## src/rtl/rca_arith_pkg.sv

```systemverilog
// ---------------------------------------------------------------------------
// rca_arith_pkg
// Shared definitions for the sequential arithmetic blocks (rca_mult, rca_div
// and their future siblings).
//   arith_state_e  : IDLE / RUN / DONE control state of a start/done engine
//   DATA_WIDTH_DEF : default operand width
//   CNT_W_DEF      : step-counter width for the default operand width
//   cnt_width()    : step-counter width for an arbitrary operand width
// ---------------------------------------------------------------------------
package rca_arith_pkg;

  typedef enum logic [1:0] {
    IDLE = 2'd0,
    RUN  = 2'd1,
    DONE = 2'd2
  } arith_state_e;

  localparam int DATA_WIDTH_DEF = 32;

  // The counter must be able to hold the value W, hence W+1 codes.
  function automatic int cnt_width(input int w);
    return $clog2(w + 1);
  endfunction

  localparam int CNT_W_DEF = $clog2(DATA_WIDTH_DEF + 1);

endpackage

```

## src/rtl/rca_div_if.sv

```systemverilog
// ---------------------------------------------------------------------------
// rca_div_if
// Start/done handshake and operand/result bus of the restoring divider.
//   in_div_start      : request, sampled only when the divider is IDLE or DONE
//   in_div_dividend   : 2*DATA_WIDTH-bit unsigned dividend
//   in_div_divisor    : DATA_WIDTH-bit unsigned divisor
//   out_div_busy      : high while the divider is iterating
//   out_div_done      : one-cycle pulse, results valid
//   out_div_quotient  : DATA_WIDTH-bit quotient, held
//   out_div_remainder : DATA_WIDTH-bit remainder, held
//   out_div_err       : divide-by-zero / quotient overflow, held with results
// Modports: master drives the request side, slave is the divider.
// ---------------------------------------------------------------------------
interface rca_div_if #(
  parameter int DATA_WIDTH = 32
);

  logic                      in_div_start;
  logic [2*DATA_WIDTH-1:0]   in_div_dividend;
  logic [DATA_WIDTH-1:0]     in_div_divisor;
  logic                      out_div_busy;
  logic                      out_div_done;
  logic [DATA_WIDTH-1:0]     out_div_quotient;
  logic [DATA_WIDTH-1:0]     out_div_remainder;
  logic                      out_div_err;

  modport master (
    output in_div_start, in_div_dividend, in_div_divisor,
    input  out_div_busy, out_div_done, out_div_quotient,
           out_div_remainder, out_div_err
  );

  modport slave (
    input  in_div_start, in_div_dividend, in_div_divisor,
    output out_div_busy, out_div_done, out_div_quotient,
           out_div_remainder, out_div_err
  );

endinterface

```

## src/rtl/rca_div_step.sv

```systemverilog
// ---------------------------------------------------------------------------
// rca_div_step
// One combinational restoring-division step: shift the partial remainder
// left by one, bring in the next dividend bit, and subtract the divisor if
// it fits.
//   i_rem     : DATA_WIDTH+1-bit partial remainder
//   i_bit     : next dividend bit shifted in at the LSB
//   i_divisor : DATA_WIDTH-bit divisor
//   o_rem     : next partial remainder
//   o_q       : quotient bit produced by this step
// ---------------------------------------------------------------------------
module rca_div_step #(
  parameter int DATA_WIDTH = 32
) (
  input  logic [DATA_WIDTH:0]   i_rem,
  input  logic                  i_bit,
  input  logic [DATA_WIDTH-1:0] i_divisor,
  output logic [DATA_WIDTH:0]   o_rem,
  output logic                  o_q
);

  logic [DATA_WIDTH:0] w_shift;
  logic [DATA_WIDTH:0] w_diff;

  // NOTE: every signal written in this always_comb is assigned on every path,
  // so no latch can be inferred.
  always_comb begin
    // The incoming remainder is always below the divisor, so its bit W is
    // zero and the shifted value fits in W+1 bits without loss.
    w_shift = {i_rem[DATA_WIDTH-1:0], i_bit};
    w_diff  = w_shift - {1'b0, i_divisor};
    o_q     = (w_shift >= {1'b0, i_divisor});
    o_rem   = o_q ? w_diff : w_shift;
  end

endmodule

```

## src/rtl/rca_div.sv

```systemverilog
// ---------------------------------------------------------------------------
// rca_div
// Sequential restoring divider: 2*DATA_WIDTH-bit dividend by DATA_WIDTH-bit
// divisor, one quotient bit per clock, start/done handshake.
//   clk   : rising-edge clock
//   rst_n : asynchronous active-low reset
//   bus   : rca_div_if.slave (start, operands, busy, done, results, err)
// Compile-time option:
//   RCA_DIV_ERR_CHECK_EN - when defined, a zero divisor or a quotient that
//   would not fit in DATA_WIDTH bits is flagged at start and the divider
//   goes straight to DONE with quotient all ones, remainder = dividend low
//   half and err set. When undefined, every start runs the full W steps and
//   err stays 0.
// ---------------------------------------------------------------------------
module rca_div
  import rca_arith_pkg::*;
#(
  parameter int DATA_WIDTH = 32
) (
  input logic     clk,
  input logic     rst_n,
  rca_div_if.slave bus
);

  localparam int                CNT_W     = cnt_width(DATA_WIDTH);
  localparam logic [CNT_W-1:0]  LAST_STEP = CNT_W'(DATA_WIDTH - 1);

  arith_state_e          r_state;
  logic [DATA_WIDTH:0]   r_rem;      // partial remainder, with carry bit
  logic [DATA_WIDTH-1:0] r_sreg;     // dividend low half in, quotient out
  logic [DATA_WIDTH-1:0] r_divisor;
  logic [CNT_W-1:0]      r_cnt;
  logic                  r_busy;
  logic                  r_done;
  logic                  r_err;
  logic [DATA_WIDTH-1:0] r_quot;
  logic [DATA_WIDTH-1:0] r_rem_out;

  logic [DATA_WIDTH:0]   w_rem_next;
  logic                  w_q_bit;
  logic [DATA_WIDTH-1:0] w_div_hi;
  logic [DATA_WIDTH-1:0] w_div_lo;
  logic                  w_fast_path;

  assign w_div_hi = bus.in_div_dividend[2*DATA_WIDTH-1:DATA_WIDTH];
  assign w_div_lo = bus.in_div_dividend[DATA_WIDTH-1:0];

`ifdef RCA_DIV_ERR_CHECK_EN
  // The quotient fits in W bits only when the dividend high half is below
  // the divisor; this also covers divisor == 0.
  assign w_fast_path = (bus.in_div_divisor == '0) ||
                       (w_div_hi >= bus.in_div_divisor);
`else
  assign w_fast_path = 1'b0;
`endif

  rca_div_step #(
    .DATA_WIDTH (DATA_WIDTH)
  ) u_step (
    .i_rem     (r_rem),
    .i_bit     (r_sreg[DATA_WIDTH-1]),
    .i_divisor (r_divisor),
    .o_rem     (w_rem_next),
    .o_q       (w_q_bit)
  );

  // NOTE: state is updated with non-blocking assignments only, so every
  // right-hand side sees the pre-edge value regardless of statement order.
  always_ff @(posedge clk or negedge rst_n) begin
    if (!rst_n) begin
      r_state   <= IDLE;
      r_rem     <= '0;
      r_sreg    <= '0;
      r_divisor <= '0;
      r_cnt     <= '0;
      r_busy    <= 1'b0;
      r_done    <= 1'b0;
      r_err     <= 1'b0;
      r_quot    <= '0;
      r_rem_out <= '0;
    end else begin
      r_done <= 1'b0;
      case (r_state)
        IDLE, DONE: begin
          if (bus.in_div_start) begin
            if (w_fast_path) begin
              r_state   <= DONE;
              r_done    <= 1'b1;
              r_err     <= 1'b1;
              r_quot    <= '1;
              r_rem_out <= w_div_lo;
            end else begin
              r_state   <= RUN;
              r_busy    <= 1'b1;
              r_rem     <= {1'b0, w_div_hi};
              r_sreg    <= w_div_lo;
              r_divisor <= bus.in_div_divisor;
              r_cnt     <= '0;
            end
          end else begin
            r_state <= IDLE;
          end
        end

        RUN: begin
          // Start is not looked at here: a running operation cannot be
          // disturbed by the requester.
          r_rem  <= w_rem_next;
          r_sreg <= {r_sreg[DATA_WIDTH-2:0], w_q_bit};
          r_cnt  <= r_cnt + CNT_W'(1);
          if (r_cnt == LAST_STEP) begin
            r_state   <= DONE;
            r_busy    <= 1'b0;
            r_done    <= 1'b1;
            r_err     <= 1'b0;
            r_quot    <= {r_sreg[DATA_WIDTH-2:0], w_q_bit};
            r_rem_out <= w_rem_next[DATA_WIDTH-1:0];
          end
        end

        default: r_state <= IDLE;
      endcase
    end
  end

  assign bus.out_div_busy      = r_busy;
  assign bus.out_div_done      = r_done;
  assign bus.out_div_quotient  = r_quot;
  assign bus.out_div_remainder = r_rem_out;
  assign bus.out_div_err       = r_err;

endmodule

```

## src/flat_wrapper.sv

```systemverilog
// flat-port wrapper written by rule: the top's interface ports become plain ports
module rca_div_flat import rca_arith_pkg::*;
#(
  parameter int DATA_WIDTH = 32
)
  (clk, rst_n, bus_in_div_start, bus_in_div_dividend, bus_in_div_divisor, bus_out_div_busy, bus_out_div_done, bus_out_div_quotient, bus_out_div_remainder, bus_out_div_err);
  rca_div_if #(.DATA_WIDTH(DATA_WIDTH)) bus_i ();
  input logic clk;
  input logic rst_n;
  input wire logic [$bits(bus_i.in_div_start)-1:0] bus_in_div_start;
  input wire logic [$bits(bus_i.in_div_dividend)-1:0] bus_in_div_dividend;
  input wire logic [$bits(bus_i.in_div_divisor)-1:0] bus_in_div_divisor;
  output wire logic [$bits(bus_i.out_div_busy)-1:0] bus_out_div_busy;
  output wire logic [$bits(bus_i.out_div_done)-1:0] bus_out_div_done;
  output wire logic [$bits(bus_i.out_div_quotient)-1:0] bus_out_div_quotient;
  output wire logic [$bits(bus_i.out_div_remainder)-1:0] bus_out_div_remainder;
  output wire logic [$bits(bus_i.out_div_err)-1:0] bus_out_div_err;
  assign bus_i.in_div_start = bus_in_div_start;
  assign bus_i.in_div_dividend = bus_in_div_dividend;
  assign bus_i.in_div_divisor = bus_in_div_divisor;
  assign bus_out_div_busy = bus_i.out_div_busy;
  assign bus_out_div_done = bus_i.out_div_done;
  assign bus_out_div_quotient = bus_i.out_div_quotient;
  assign bus_out_div_remainder = bus_i.out_div_remainder;
  assign bus_out_div_err = bus_i.out_div_err;
  rca_div #(.DATA_WIDTH(DATA_WIDTH)) u_core (.clk(clk), .rst_n(rst_n), .bus(bus_i));
endmodule
```

## config.mk

```make
export PLATFORM = sky130hd
export DESIGN_NAME = rca_div_flat
export DESIGN_NICKNAME = d
export VERILOG_FILES = /design/src/rtl/rca_arith_pkg.sv /design/src/rtl/rca_div_if.sv /design/src/rtl/rca_div_step.sv /design/src/rtl/rca_div.sv /design/src/flat_wrapper.sv
export SDC_FILE = /design/constraint.sdc
export NUM_CORES = 1
export LEC_CHECK = 0
export CAP_MARGIN = 20
export CORE_ASPECT_RATIO = 0.7
export CORE_UTILIZATION = 30
export CTS_CLUSTER_DIAMETER = 80
export DETAILED_ROUTE_END_ITERATION = 12
export GPL_TIMING_DRIVEN = 0
export PLACE_DENSITY = 0.62
export SETUP_SLACK_MARGIN = 0.4
export SYNTH_ARGS = -nofsm -noshare
export SYNTH_HDL_FRONTEND = slang
export SYNTH_SLANG_ARGS = --single-unit
```

## constraint.sdc

```tcl
create_clock -name clk -period 6.53 [get_ports clk]
set_clock_uncertainty 0.15 [all_clocks]
set_input_delay 0.653 -clock clk [delete_from_list [all_inputs] [get_ports clk]]
set_output_delay 0.653 -clock clk [all_outputs]
set_load 0.1 [all_outputs]
```

# ---- Yosys cells after proc, flatten, opt, wreduce, memory -nomap -nowiden
# Cells that the tools add are included.
# Widths: inputs -> output; s select.
dict set report op_classes {
  n_eq_ne 5
  add_sub_neg 2
  order_cmp 1
  reduce_logical 7
  mux 15
}
# cell count
set ops {}
lappend ops {{$pmux 32 s2} 2}
lappend ops {{$mux 32} 3}
lappend ops {{$ge 33x32->1} 1}
lappend ops {{$sub 32x32->32} 1}
lappend ops {{$pmux 6 s2} 1}
lappend ops {{$add 6x1->6 const B} 1}
lappend ops {{$eq 6x5->1 const B} 1}
lappend ops {{$mux 6} 1}
lappend ops {{$reduce_and 2->1} 3}
lappend ops {{$mux 1} 5}
lappend ops {{$pmux 2 s2} 1}
lappend ops {{$reduce_and 3->1} 1}
lappend ops {{$eq 2x1->1 const B} 1}
lappend ops {{$eq 2x2->1 const B} 1}
lappend ops {{$logic_not 2->1} 1}
lappend ops {{$mux 2} 1}
lappend ops {{$ne 2x1->1 const B} 1}
lappend ops {{$ne 2x2->1 const B} 1}
lappend ops {{$pmux 1 s2} 1}
lappend ops {{$reduce_bool 2->1} 1}
lappend ops {{$reduce_or 2->1} 1}
dict set report word_totals {
  output_inout_bits 67
  ff_bits 170
  elab_cells 39
}

# ---- Logic depth before layout (Yosys ltp)
# Gate-level depths: netlist of the first run.
dict set report depth {
  word_depth 4
  mapped_depth 13
  depth_no_buf 13
}

# ---- Modules after synthesis
# Synthesis of the first run repeated with hierarchy kept, for this count alone.
dict set report unflattened {
  hier_cells 981
  hier_area_um2 9552.9
}
# mod n_inst area_each_um2 cells_each seq_area_each_um2
set modules_own_cells {}
lappend modules_own_cells {rca_div 1 6825.3 600 4279.1}
lappend modules_own_cells {rca_div_step 1 2727.6 381 0.0}

# ---- Worst setup path before layout of the first run
# No wires, ideal clock.
dict set report synth_path {
  path_kind {reg-to-reg}
  startpoint {register u_core.r_sreg[31]}
  endpoint {register u_core.r_rem_out[26], in the netlist u_core.bus.out_div_remainder[26]}
  path_buffers 0
  path_stages_with_launch 14
  setup_ns 0.131
  synth_period_minus_slack_ns 2.949
  t_arrival_ns 2.668
  required_ns 6.249
  setup_slack_ns 3.581
  cell_sequence {dfrtp_1 inv_1 ha_1 inv_1 fa_1 a21o_1 a221o_1 nand4b_1 a21oi_1 o31ai_1 o21ai_0 xor2_1 mux2i_1 o21ai_1}
}
dict set report synth_via {
  elab_chain_cells 2
  word_cells_on_any_way 3
  cone_classes {add/sub: 1; order compare: 1; mux: 1}
}
# element line_no
set synth_rtl {}
lappend synth_rtl {{start, declared} rca_div.sv:30} ;# logic [DATA_WIDTH-1:0] r_sreg;
lappend synth_rtl {{start signal, assigned} rca_div.sv:96} ;# r_sreg <= w_div_lo;
lappend synth_rtl {{start signal, assigned} rca_div.sv:109} ;# r_sreg <= {r_sreg[DATA_WIDTH-2:0], w_q_bit};
lappend synth_rtl {{$sub 32x32->32 or $ge 33x32->1 (tied branches)} {rca_div_step.sv:31, rca_div_step.sv:32}}
lappend synth_rtl {{$mux 32 *} rca_div_step.sv:33} ;# o_rem = o_q ? w_diff : w_shift;
lappend synth_rtl {{end signal, assigned} rca_div.sv:91} ;# r_rem_out <= w_div_lo;
lappend synth_rtl {{end signal, assigned} rca_div.sv:117} ;# r_rem_out <= w_rem_next[DATA_WIDTH-1:0];
lappend synth_rtl {{end, declared} rca_div.sv:37} ;# logic [DATA_WIDTH-1:0] r_rem_out;
# Mark *: on every way between the ends. The rest lies on a longest branch, timed or not.
# A chain may end at the register's enable or synchronous reset.

# ---- Final worst setup path of the first run
dict set report layout_path {
  startpoint {register u_core.r_sreg[31]}
  endpoint {register u_core.r_rem_out[30], in the netlist u_core.bus.out_div_remainder[30]}
}
# The elaborated chain is that of the path after synthesis.

==> results of run 1 <==
synth_stat cells (2+ instances only):
cell	count	share of area
a211oi_1	4	0.0035
a31oi_1	8	0.0058
ha_1	33	0.048
o21bai_1	3	0.0026
nand4_1	6	0.0044
nor2b_1	2	0.0015
clkbuf_1	38	0.017
inv_1	41	0.018
buf_12	2	0.0047
nor2_1	28	0.012
a22o_1	2	0.0020
o21ai_1	16	0.0093
xor2_1	11	0.011
o211ai_1	4	0.0035
nor3b_1	3	0.0026
o31ai_1	8	0.0070
o21a_1	7	0.0061
o21ai_0	114	0.066
buf_1	7	0.0031
nor3_1	6	0.0035
dfrtp_1	170	0.50
a21o_1	9	0.0079
buf_6	2	0.0026
nand2b_1	6	0.0044
a21oi_1	33	0.019
a221o_1	2	0.0023
nand3_1	8	0.0047
and3_1	3	0.0022
nand2_1	252	0.11
mux2i_1	25	0.029
xnor2_1	15	0.015
a22oi_1	63	0.055
critical path, delay by kind of cell, from the launching register on:
| kind | cells | cell delay (ns) |
|---|---|---|
| compound gates | 6 | 1.60 |
| xor+xnor | 1 | 0.18 |
| fa+ha+maj | 2 | 0.57 |
| buf+inv | 2 | 0.13 |
| flops | 1 | 0.38 |
| mux | 1 | 0.21 |
| simple gates | 1 | 0.16 |
sequential cells by signal, indices dropped and copies added, names as in the netlist:
| register | flops |
|---|---|
| u_core.bus.out_div_remainder | 32 |
| u_core.bus.out_div_done | 1 |
| u_core.r_divisor | 32 |
| u_core.bus.out_div_quotient | 32 |
| u_core.bus.out_div_busy | 1 |
| u_core.r_rem | 32 |
| u_core.r_sreg | 32 |
| u_core.r_state | 2 |
| u_core.r_cnt | 6 |
worst paths after layout:
| kind | from | slack [ns] | cells past startpoint | endpoint |
|---|---|---|---|---|
| worst max-delay path | u_core.r_sreg[31]$_DFFE_PN0P_ | 3.00 | 13 | u_core.bus.out_div_remainder[30]$_DFFE_PN0P_ |
| worst min-delay path | rst_n | 0.006 | 1 | u_core.r_divisor[22]$_DFFE_PN0P_ |
| worst max register to register | u_core.r_sreg[31]$_DFFE_PN0P_ | 3.00 | 13 | u_core.bus.out_div_remainder[30]$_DFFE_PN0P_ |
| worst min register to register | u_core.bus.out_div_quotient[18]$_DFFE_PN0P_ | 0.32 | 2 | u_core.bus.out_div_quotient[18]$_DFFE_PN0P_ |
| max in group asynchronous | rst_n | 5.30 | 2 | u_core.bus.out_div_busy$_DFFE_PN0P_ |
| min in group clk | u_core.bus.out_div_quotient[18]$_DFFE_PN0P_ | 0.32 | 2 | u_core.bus.out_div_quotient[18]$_DFFE_PN0P_ |
per-layer routing:
layer / share of wire / vias up
li1: - / 3653
met1: 0.51 / 3599
met2: 0.40 / 252
met3: 0.072 / 24
met4: 0.013 / 2
met5: 0.00049 / -
metrics by stage:
step                setup WS (ns)  setup TNS (ns)  hold slack [ns]  utilization
global route                 2.77               0           0.0376        0.407
global placement            -2.69         -453.12            0.314        0.382
detailed placement           3.07               0            0.312        0.384
floorplan                    3.58               0            0.207            -
CTS                          3.03               0           0.0222        0.407
finish                       3.00               0          0.00577        0.407
area by class of cell:
| class | instances | area share |
|---|---|---|
| flip-flops and latches | 170 | 0.374 |
| repair buffers | 165 | 0.147 |
| diodes | 1 | 0.000220 |
| inverters | 42 | 0.0138 |
| well taps | 371 | 0.0408 |
| clock buffers | 19 | 0.0389 |
| plain buffers | 50 | 0.0210 |
| multi-input cells | 688 | 0.346 |
| clock inverters | 13 | 0.0189 |
cell families after synthesis:
family,count (synthesis),share of synthesized area
and+or+nand+nor,322,0.153
AOI/OAI and AO/OA,280,0.199
DFF,170,0.496
buffers and inverters,92,0.0462
adders and majority gates,34,0.0504
xor gates and xnor gates,26,0.0265
muxes,25,0.0292
other,1,0.000437
==> flow_metrics.tcl, run 1 <==
set metrics [dict create \
    insertion_delay_ns 0.44 \
    grt_max_degree 107 \
    clock_path_buffers 2 \
    via_per_inst 4.96 \
    synth_edf_count 0 \
    dpl_cell_area_um2 10700 \
    max-slew-margin-rel 0.294 \
    cp_slowest_cell "o31ai_1" \
    use_met1 0.287 \
    die_y_um 144 \
    area.sequential_um2 4250 \
    netlist_area_um2 8580 \
    drt_pass1_iterations 6 \
    stdcell_area_um2 11400 \
    synth_seq_cells 170 \
    cts_hold_repair.buffers 0 \
    pin_count 166 \
    cts.sinks 170 \
    syn-instance-count 950 \
    final_cell_mix "nand2_1 (252), dfrtp_1 (170), clkdlybuf4s50_1 (163)" \
    crit_path_cell_trace "inv_1, ha_1, inv_1, fa_1, a21o_1, a221o_1, nand4b_1, a21oi_1, o31ai_1, o31ai_1, xor2_1, mux2i_1, o21ai_0" \
    grt_usage 0.187 \
    ys_seq_area_frac 0.496 \
    grt_pass1_wl_mm 42.0 \
    drtIter0Drc 648 \
    vias 7530 \
    root_buffer "clkbuf_16" \
    fill_cells 2822 \
    grt_setup_unrepaired "false" \
    tightest_slew_ns 1.06 \
    met3_usage 0.0469 \
    hp-class "primary input to asynchronous set/reset pin" \
    drive_gt1_frac 0.0375 \
    cts.clk_slew.worst_paths_ns 0.07 \
    core_um2 27900 \
    cts_inserted_buffers 17 \
    multi_input_area_um2 3930 \
    cts_tree "built" \
    startpoint_type "register" \
    yosysUniqueCellTypes 51 \
    slew_viol_final 0 \
    final_common_cell "nand2_1" \
    crit_arrival_ns 3.67 \
    required_ns 6.67 \
    hpwl_mm 19.8 \
    setup_violations 0 \
    postCtsSetupBuffers 0 \
    drcViolationCount 0 \
    grt.busiest_layer "met1" \
    grt_use_met2 0.258 \
    finalHoldViolCount 0 \
    finalCriticalPeriod_ns 3.53 \
    synthToLayoutAreaGrowth_pct 32.6 \
    htree_num_levels 4 \
    initial_core_util 0.307 \
    maxCapViolCount 0 \
    dieArea_um2 29300 \
    ys.warnings.count 0 \
    status "complete, no violations" \
    dp.cells 1486 \
    crit_type "register to register" \
    max_freq_mhz 284 \
    io_buffers 164 \
    final_antenna_net_count 0 \
    cts-resized-gates 0 \
    slowest_delay_ns 0.51 \
    synthArstFlopShare 1.00 \
    endpoint_kind "register" \
    antenna_found_initial 1 \
    place.gp.congestion 0.869 \
    syn_avg_cell_area_um2 9.04 \
    rows 51 \
    nNetsFinal 1267 \
    routedWlPerCell_um 17.5 \
    fin_cells 1519 \
    synth_ff_type "dfrtp_1" \
    drt_wl_total_mm 26.6 \
    grt_pass1_vias 7263 \
    path_max_fanout 4 \
    synth.net_count 1083 \
    die-width_um 204 \
    gr-total-overflow 0 \
    fin_crit_sh 0.540 \
]
Power of run 1 is left out: the tool's default activity adds up to more than one toggle a clock period on the data nets, which glitch-free logic cannot reach.
==> run 2, diff against run 1 <==
==> constraint.sdc (replaced) <==
create_clock -name clk -period 3.4 [get_ports clk]
set_clock_uncertainty 0.15 [all_clocks]
set_input_delay 0.34 -clock clk [delete_from_list [all_inputs] [get_ports clk]]
set_output_delay 0.34 -clock clk [all_outputs]
set_load 0.1 [all_outputs]
==> run 2 against run 1 <==
  * Via count increased by 3.2%
  * Register-to-register slack got worse by 2.7 ns
  * Sequential cell count unchanged
  * Maximum frequency increased by 14%
  * Cell count increased by 1.8%
  * Worst setup slack got worse by 2.7 ns
==> flow_metrics.tcl, run 2 (synthesis results as in run 1) <==
set metrics [dict create \
    stdcell_area_um2 12200 \
    cts.sinks 170 \
    crit_path_cell_trace "ha_4, a21o_1, a211o_1, o2111ai_4, nand3_2, a211oi_4, nor3_4, or2_1, buf_12, clkbuf_16, mux2i_4, o21ai_1" \
    fin_crit_sh 0.910 \
    status "complete, no violations" \
    grt_pass1_vias 7407 \
    finalHoldViolCount 0 \
    path_max_fanout 7 \
    drtIter0Drc 672 \
    routedWlPerCell_um 18.0 \
    startpoint_type "register" \
    hp-class "primary input to register" \
    endpoint_kind "register" \
    r2r_slack_ns 0.31 \
    initial_core_util 0.307 \
    final_antenna_net_count 0 \
    ff2ff_path_depth 12 \
    crit_type "register to register" \
    holdPathStages 3 \
    core_um2 27900 \
    grt_pass1_wl_mm 42.7 \
    setup_violations 0 \
    max-slew-margin-rel 0.292 \
    drt_pass1_iterations 6 \
    crit_arrival_ns 3.24 \
    cts_inserted_buffers 17 \
    grt_usage 0.191 \
    grt_use_met2 0.270 \
    root_buffer "clkbuf_16" \
    pin_count 166 \
    cts.clk_slew.worst_paths_ns 0.07 \
    dpl_cell_area_um2 10700 \
    gr-total-overflow 0 \
    tightest_slew_ns 1.06 \
    drt_wl_total_mm 27.9 \
    cp_slowest_cell "dfrtp_2" \
    synthToLayoutAreaGrowth_pct 42.2 \
    insertion_delay_ns 0.44 \
    clock_path_buffers 2 \
    reg2reg_to "u_core.r_rem[18]$_DFFE_PN0P_" \
    io_buffers 164 \
    dieArea_um2 29300 \
    hold_end "u_core.r_divisor[0]$_DFFE_PN0P_" \
    use_met1 0.291 \
    drive_gt1_frac 0.116 \
    grt.busiest_layer "met1" \
    fill_cells 2738 \
    met3_usage 0.0438 \
    fin_util 0.437 \
    slew_viol_final 0 \
    die-width_um 204 \
    final_cell_mix "nand2_1 (251), dfrtp_1 (169), clkdlybuf4s50_1 (163)" \
    required_ns 3.55 \
    finalCriticalPeriod_ns 3.09 \
    die_y_um 144 \
    nNetsFinal 1294 \
    reg2reg_from "u_core.r_rem[3]$_DFFE_PN0P_" \
    slowest_delay_ns 0.43 \
    htree_num_levels 4 \
    antenna_found_initial 1 \
    cts_tree "built" \
    max_freq_mhz 323 \
    rows 51 \
    place.gp.congestion 0.869 \
    grt_setup_unrepaired "true" \
    hpwl_mm 19.8 \
    drcViolationCount 0 \
    vias 7769 \
    via_per_inst 5.03 \
    grt_max_degree 107 \
    hold_start "bus_in_div_divisor[0]" \
    setup-tns-final_ns 0 \
    final_common_cell "nand2_1" \
    maxCapViolCount 0 \
]
-- run 2: changes by cell type in the layout (fill, tap and decap cells not counted), sizes merged --
cell,delta
buf,+25
dlygate4sd3,+1
clkbuf,+1
-- run 2: how the worst max path moves through the flow --
stage                                  startpoint                                      endpoint  slack (ns)  cells after the start
floorplan           u_core.r_sreg[31]$_DFFE_PN0P_  u_core.bus.out_div_remainder[26]$_DFFE_PN0P_        0.45                     13
global placement                            rst_n   u_core.bus.out_div_quotient[24]$_DFFE_PN0P_       -5.51                      1
detailed placement    u_core.r_rem[3]$_DFFE_PN0P_                   u_core.r_rem[1]$_DFFE_PN0P_       -0.06                     10
CTS                   u_core.r_rem[3]$_DFFE_PN0P_  u_core.bus.out_div_remainder[29]$_DFFE_PN0P_        0.35                     12
global route          u_core.r_rem[3]$_DFFE_PN0P_  u_core.bus.out_div_remainder[20]$_DFFE_PN0P_        0.22                     12
finish                u_core.r_rem[3]$_DFFE_PN0P_                  u_core.r_rem[18]$_DFFE_PN0P_        0.31                     12
-- run 2: worst max-delay path: cells and delay by family, from the launching register on --
kind	cells	cell delay (ns)
AO/OA/AOI/OAI	5	1.06
buffers and inverters	2	0.35
flip-flops	1	0.43
multiplexers	1	0.20
adder cells (fa/ha/maj)	1	0.24
AND/OR/NAND/NOR	3	0.49
-- run 2: metal layers --
metal  share of wire  vias up  wire length (um)
met3           0.070       23              1960
met2            0.42      284             11600
met1            0.50     3741             13900
met5         0.00047        -                13
li1                -     3719                 -
met4           0.013        2               369
-- run 2: layout make-up --
class / instances / area [um2] / share of cell area
Multi-Input combinational cell: 688 / 4450 / 0.365
Sequential cell: 170 / 4260 / 0.349
Timing Repair Buffer: 192 / 1960 / 0.160
Tap cell: 371 / 464 / 0.0380
Clock buffer: 19 / 443 / 0.0363
Buffer: 50 / 260 / 0.0213
Clock inverter: 13 / 215 / 0.0176
Inverter: 42 / 158 / 0.0129
Antenna cell: 1 / 2.50 / 0.000205
-- run 2: what timing repair did --
| action | in CTS | in global routing |
|---|---|---|
| resized for setup | 87 | 69 |
| gates cloned | 1 | 2 |
| setup buffers | 17 | 6 |
| endpoints found under the hold margin | 64 | 0 |
| setup endpoints to repair | 66 | 66 |
| hold buffers | 1 | 0 |
| pin swaps | 15 | 11 |
-- run 2: stage by stage --
| step | hold WS [ns] | worst slack [ns] | std cells |
|---|---|---|---|
| after global routing | 0.291 | 0.223 | 1545 |
| after global placement | 0.314 | -5.51 | 1485 |
| final | 0.282 | 0.306 | 1546 |
| after detailed placement | 0.177 | -0.0624 | 1486 |
| after CTS | 0.271 | 0.351 | 1537 |
| after floorplan | -0.106 | 0.451 | 950 |
Power of run 2 is left out for the same reason.
==> run 3, diff against run 2 <==
--- a/config.mk
+++ b/config.mk
@@ -13,6 +13,7 @@
 export GPL_TIMING_DRIVEN = 0
 export PLACE_DENSITY = 0.62
 export SETUP_SLACK_MARGIN = 0.4
+export SKIP_LAST_GASP = 1
 export SYNTH_ARGS = -nofsm -noshare
 export SYNTH_HDL_FRONTEND = slang
 export SYNTH_SLANG_ARGS = --single-unit
==> results of run 3 <==
No change in the layout: final DEF, timing and power equal those of run 2.
Power of run 3 is left out for the same reason.
